`src/rtl/seg_pkg.sv`:
```
// Shared types and constants for the seven-segment scan controller:
// scan FSM states, dark-display codes and the active-low hex glyph table.
package seg_pkg;

  typedef enum logic [1:0] {
    IDLE,
    FETCH,
    SHOW,
    BLANK
  } state_t;

  localparam logic [6:0] SEG_OFF   = 7'h7F;
  localparam logic [7:0] ANODE_OFF = 8'hFF;

  // Active-low {g,f,e,d,c,b,a} glyphs for 0-9, A, b, C, d, E, F.
  localparam logic [6:0] SEG_TABLE [16] = '{
    7'h40, 7'h79, 7'h24, 7'h30, 7'h19, 7'h12, 7'h02, 7'h78,
    7'h00, 7'h10, 7'h08, 7'h03, 7'h46, 7'h21, 7'h06, 7'h0E
  };

endpackage

```
`src/rtl/seg_scan_ctrl_hex_to_seg.sv`:
```
// Combinational hex-to-seven-segment decoder (active-low outputs).
module hex_to_seg
  import seg_pkg::*;
#(
  parameter int DATA_W = 4
) (
  input  logic [DATA_W-1:0] value,
  output logic [6:0]        seg
);

  logic [3:0] nibble;

  assign nibble = 4'(value);
  assign seg    = SEG_TABLE[nibble];

endmodule

```
`src/rtl/seg_scan_ctrl.sv`:
```
// Time-multiplexed scan controller for an 8-digit seven-segment display.
// Optional macro BRIGHTNESS_EN adds a brightness[2:0] input that trims the lit part of each dwell.
module seg_scan_ctrl
  import seg_pkg::*;
#(
  parameter int NUM_DIGITS   = 8,
  parameter int DATA_W       = 4,
  parameter int DWELL_CYCLES = 100000,
  parameter int BLANK_CYCLES = 1000
) (
  input  logic                  clk,
  input  logic                  reset,
  input  logic                  enable,
  input  logic [NUM_DIGITS-1:0] digit_mask,
`ifdef BRIGHTNESS_EN
  input  logic [2:0]            brightness,
`endif
  output logic [2:0]            rd_addr,
  input  logic [DATA_W-1:0]     rd_data,
  output logic [6:0]            seg_output,
  output logic [7:0]            anode_pins,
  output logic                  frame_done
);

  localparam int CNT_MAX = (DWELL_CYCLES > BLANK_CYCLES) ? DWELL_CYCLES : BLANK_CYCLES;
  localparam int CNT_W   = $clog2(CNT_MAX + 1);
  localparam logic [CNT_W-1:0] DWELL_LAST = CNT_W'(DWELL_CYCLES - 1);
  localparam logic [CNT_W-1:0] BLANK_LAST = CNT_W'((BLANK_CYCLES > 0) ? BLANK_CYCLES - 1 : 0);
  localparam logic [2:0]       LAST_IDX   = 3'(NUM_DIGITS - 1);

  state_t            state, state_d;
  logic [2:0]        index, index_d;
  logic [CNT_W-1:0]  count, count_d;
  logic [DATA_W-1:0] value, value_d;
  logic [2:0]        addr_d;
  logic              frame_d;
  logic              advance;
  logic [6:0]        glyph;
  logic [6:0]        seg_d;
  logic [7:0]        anode_d;
  logic [7:0]        mask_full;
  logic              dim_ok;

  assign mask_full = 8'(digit_mask);

  // Decoding the value register's D input lets the segment outputs be
  // registered without costing an extra cycle of latency.
  hex_to_seg #(.DATA_W(DATA_W)) u_hex_to_seg (
    .value (value_d),
    .seg   (glyph)
  );

`ifdef BRIGHTNESS_EN
  localparam int PW = CNT_W + 3;
  logic [PW-1:0] bright_prod;

  assign bright_prod = (PW'(brightness) + PW'(1)) * PW'(DWELL_CYCLES);
  assign dim_ok      = PW'(count_d) < (bright_prod >> 3);
`else
  assign dim_ok = 1'b1;
`endif

  always_comb begin
    // NOTE: every signal written here gets a default first, so no path can
    // leave one unassigned and infer a latch.
    state_d = state;
    index_d = index;
    count_d = count;
    value_d = value;
    addr_d  = rd_addr;
    frame_d = 1'b0;
    advance = 1'b0;

    if (!enable) begin
      state_d = IDLE;
      index_d = '0;
      count_d = '0;
      addr_d  = '0;
    end else begin
      case (state)
        IDLE: begin
          state_d = FETCH;
          index_d = '0;
          count_d = '0;
          addr_d  = '0;
        end
        FETCH: begin
          value_d = rd_data;
          state_d = SHOW;
          count_d = '0;
        end
        SHOW: begin
          if (count == DWELL_LAST) begin
            if (BLANK_CYCLES == 0) begin
              advance = 1'b1;
            end else begin
              state_d = BLANK;
              count_d = '0;
            end
          end else begin
            count_d = count + 1'b1;
          end
        end
        BLANK: begin
          if (count == BLANK_LAST) advance = 1'b1;
          else                     count_d = count + 1'b1;
        end
        default: state_d = IDLE;
      endcase

      if (advance) begin
        index_d = (index == LAST_IDX) ? 3'd0 : index + 3'd1;
        frame_d = (index == LAST_IDX);
        state_d = FETCH;
        count_d = '0;
        addr_d  = index_d;
      end
    end

    // Outputs follow the next state so they change on the same edge as it.
    seg_d   = (state_d == SHOW) ? glyph : SEG_OFF;
    anode_d = ANODE_OFF;
    if (state_d == SHOW && mask_full[index_d] && dim_ok) anode_d[index_d] = 1'b0;
  end

  // NOTE: sequential state uses non-blocking assignments so every register
  // samples the pre-edge values regardless of statement order.
  always_ff @(posedge clk or posedge reset) begin
    if (reset) begin
      state      <= IDLE;
      index      <= '0;
      count      <= '0;
      value      <= '0;
      rd_addr    <= '0;
      seg_output <= SEG_OFF;
      anode_pins <= ANODE_OFF;
      frame_done <= 1'b0;
    end else begin
      state      <= state_d;
      index      <= index_d;
      count      <= count_d;
      value      <= value_d;
      rd_addr    <= addr_d;
      seg_output <= seg_d;
      anode_pins <= anode_d;
      frame_done <= frame_d;
    end
  end

endmodule

```
`config.mk`:
```
export PLATFORM = sky130hd
export DESIGN_NAME = seg_scan_ctrl
export DESIGN_NICKNAME = d
export VERILOG_FILES = /design/src/rtl/seg_pkg.sv /design/src/rtl/seg_scan_ctrl_hex_to_seg.sv /design/src/rtl/seg_scan_ctrl.sv
export SDC_FILE = /design/constraint.sdc
export NUM_CORES = 1
export LEC_CHECK = 0
export CAP_MARGIN = 40
export CORE_MARGIN = 5
export CORE_UTILIZATION = 50
export CTS_CLUSTER_DIAMETER = 100
export DETAILED_ROUTE_END_ITERATION = 10
export PLACE_DENSITY = 0.75
export SYNTH_ARGS = -nofsm -noshare
export SYNTH_HDL_FRONTEND = slang
export SYNTH_SLANG_ARGS = --single-unit
```
`constraint.sdc`:
```
create_clock -name clk -period 6.5 [get_ports clk]
set_clock_uncertainty 0.05 [all_clocks]
set_input_delay 1.3 -clock clk [delete_from_list [all_inputs] [get_ports clk]]
set_output_delay 1.3 -clock clk [all_outputs]
set_load 0.01 [all_outputs]
```
==> summary.md <==
| Metric | Value |
|---|---|
| Num CTS Buffers | 5 |
| Drt drc | 0 |
| Share of layout cells above drive strength 1 | 0.139 |
| Port buffer count | 33 |
| RSZ-0062 raised after global routing | false |
| EDFF count, synth | 0 |
| Pwr dens | 267 mW/mm2 |
| Die footprint | 0.00593 mm2 |
| Clk sinks | 45 |
| Chip Height | 77 um |
| PnR worst setup slack | 2.98 ns |
| Setup crit end kind | flip-flop |
| CP cell instances | clkdlybuf4s50_1, nand3b_1, mux2i_1, clkinv_1, nand2_1, a21oi_1, or3_1 |
| Synth unique cells | 49 |
| Post_cts resized | 0 |
| H-tree depth | 2 |
| Worst path max stage delay | 0.65 ns |
| CP Buf/Inv Count | 2 |
| Net count, final | 275 |
| Total core area | 0.00435 mm2 |
| # diodes | 0 |
| Vias | 1664 |
| Least-Margin Pin Slew | 0.712 ns |
| # fillers | 370 |
| Maxcap violations | 0 |
| Int Pwr | 0.501 mW |
| Gr ovfl total | 0 |
| Global-route wire length before repair | 7520 um |
| Synthesized area | 0.00224 mm2 |
| Core Util, Final | 0.627 |
| Row cnt | 24 |
| Final Wtd Congestion | 0.850 |
| Final Hold Viols | 0 |
| Sequential share of power | 0.456 |
| CP arrival | 3.68 ns |
| Hold_buf cts | 0 |
| Vias in the first global route | 1627 |
| Syn_area_per_cell | 10.5 um2 |
| Post-Synthesis Cells | 214 |
| CTS tree | yes |
| Post-CTS setup buffers | 0 |
| Psw | 0.227 mW |
| Clock Tree Root | clkbuf_8 |
| Crit path max fanout | 11 |
| Setup crit start kind | primary input |
| TNS Setup | 0 ns |
| Routed Antenna Nets | 0 |
| Hold Crit Class | flip-flop to flip-flop |
| Pleak | 1.19 nW |
| Kind of critical path | primary input to flip-flop |
| Slew Viols, Final | 0 |
| Rel. slew slack | 0.512 |
| Max Buffers Root-to-Sink | 2 |
| Period Utilization, post-route | 0.542 |
| Largest net degree at the start of global routing | 46 |
| IO Pins | 34 |
| Fraction of registers with async set/reset | 1.00 |
| Net Sw Frac | 0.312 |
| Max Clock Freq | 0.284 GHz |
| Post-synthesis sequential area ratio | 0.510 |
| Required @ worst endpoint | 6.67 ns |
| Clk slew on worst S/H paths | 0.08 ns |
| Iter 0 DRT Violations | 60 |
| Detailed Route WL | 4320 um |
| Routed len/inst | 14.2 um |
| Clk pwr share | 0.256 |
| Yosys warns | 0 |
| Antenna violations before repair | 0 |
| Main flop type after synthesis | dfrtp_1 |
| Slowest cell on the critical path | clkdlybuf4s50_1 |
| DRT Pass-1 Iters | 4 |
| Starting density of the core | 0.516 |
| Run status | completed |
| Final setup fails | 0 |
| Fin crit period | 3.52 ns |
| Skew-Pair Late Insertion Delay | 0.29 ns |
| Synthesized Nets | 238 |
| Yosys reg bits | 45 |
| Combinational share of power | 0.288 |
| Post-place setup slack | 2.71 ns |
| Die width | 77 um |
| Total GRT Usage | 0.155 |
| CP top delay family | buffers and inverters |
| Hpwl dp | 3140 um |
| Via density | 5.47 |
| Max IR drop VDD | 155 uV |
| Final Power | 0.727 mW |
| Layout area overhead | 21.6% |
final timing paths:
path	start	endpoint	slack [ns]	cells past startpoint
setup reg to reg	count[14]$_DFFE_PP0P_	count[10]$_DFFE_PP0P_	3.78	5
min in group asynchronous	reset	count[1]$_DFFE_PP0P_	1.39	3
setup / recovery	enable	seg_output[5]$_DFF_PP1_	2.98	7
hold / removal	count[0]$_DFFE_PP0P_	count[0]$_DFFE_PP0P_	0.42	1
hold reg to reg	count[0]$_DFFE_PP0P_	count[0]$_DFFE_PP0P_	0.42	1
max in group asynchronous	reset	seg_output[5]$_DFF_PP1_	4.63	3
cell usage in the layout (no fill, tap or decap), types with 5 or more instances in the layout:
master           instances
nand2_1                 22
inv_1                    8
xnor2_1                  7
ha_1                     9
nand3_1                  8
clkbuf_8                 7
dfrtp_1                 30
nor2_1                  27
nand4_1                  5
xor2_1                   9
clkdlybuf4s50_1         33
dfstp_2                 15
layer usage:
metal	part of all wire	vias to the layer above	routed length [um]	global-route usage
li1	-	818	-	-
met1	0.47	802	2010	0.205
met2	0.47	38	2050	0.248
met3	0.048	6	207	0.0398
met4	0.013	0	57	0.0515
met5	0	-	0	0
sequential cells by signal (all words and copies together) (netlist names):
| name | count |
|---|---|
| seg_output | 7 |
| state | 2 |
| value | 4 |
| rd_addr | 3 |
| anode_pins | 8 |
| index | 3 |
| count | 17 |
| frame_done | 1 |
power groups by stage:
stage | clock network (mW) | registers [mW] | logic [mW]
6_report | 0.186 | 0.332 | 0.210
5_1_grt | 0.203 | 0.335 | 0.238
3_3_place_gp | 0 | 0.337 | 0.213
2_1_floorplan | 0 | 0.343 | 0.129
4_1_cts | 0.192 | 0.332 | 0.211
3_5_place_dp | 0 | 0.338 | 0.210
layout make-up:
cell class,count,area (um2),area share
clock inverter,1,5.00,0.00183
clock buffer,7,96.3,0.0353
sequential,45,1140,0.420
timing repair buffer,34,338,0.124
inverter,10,37.5,0.0138
tap,52,65.1,0.0238
multi-input combinational,155,1040,0.382
metrics by stage:
stage          std cells  hold WS [ns]  cell area [um2]
3_3_place_gp         296         0.403             2630
5_1_grt              304         0.460             2730
6_report             304         0.415             2730
4_1_cts              304         0.425             2730
3_5_place_dp         296         0.413             2630
2_1_floorplan        214         0.381             2240
cells by family (layout without fill, tap and decap cells):
kind of cell	Yosys count	after routing	share of synthesized area
AND/OR/NAND/NOR	94	94	0.230
flip-flops	45	45	0.510
AO/OA/AOI/OAI	31	31	0.0987
XOR/XNOR	16	16	0.0624
buffers and inverters	14	52	0.0256
adder cells (fa/ha/maj)	9	9	0.0502
multiplexers	5	5	0.0229
synthesized netlist by cell type, types with 5 or more instances:
cell type / instances / area, um2
nand2_1: 22 / 82.6
nand3_1: 8 / 40.0
xnor2_1: 7 / 61.3
inv_1: 9 / 33.8
dfrtp_1: 30 / 751
dfstp_2: 15 / 394
nand4_1: 5 / 31.3
nor2_1: 27 / 101
xor2_1: 9 / 78.8
ha_1: 9 / 113
(Power assumes the default switching activity.)
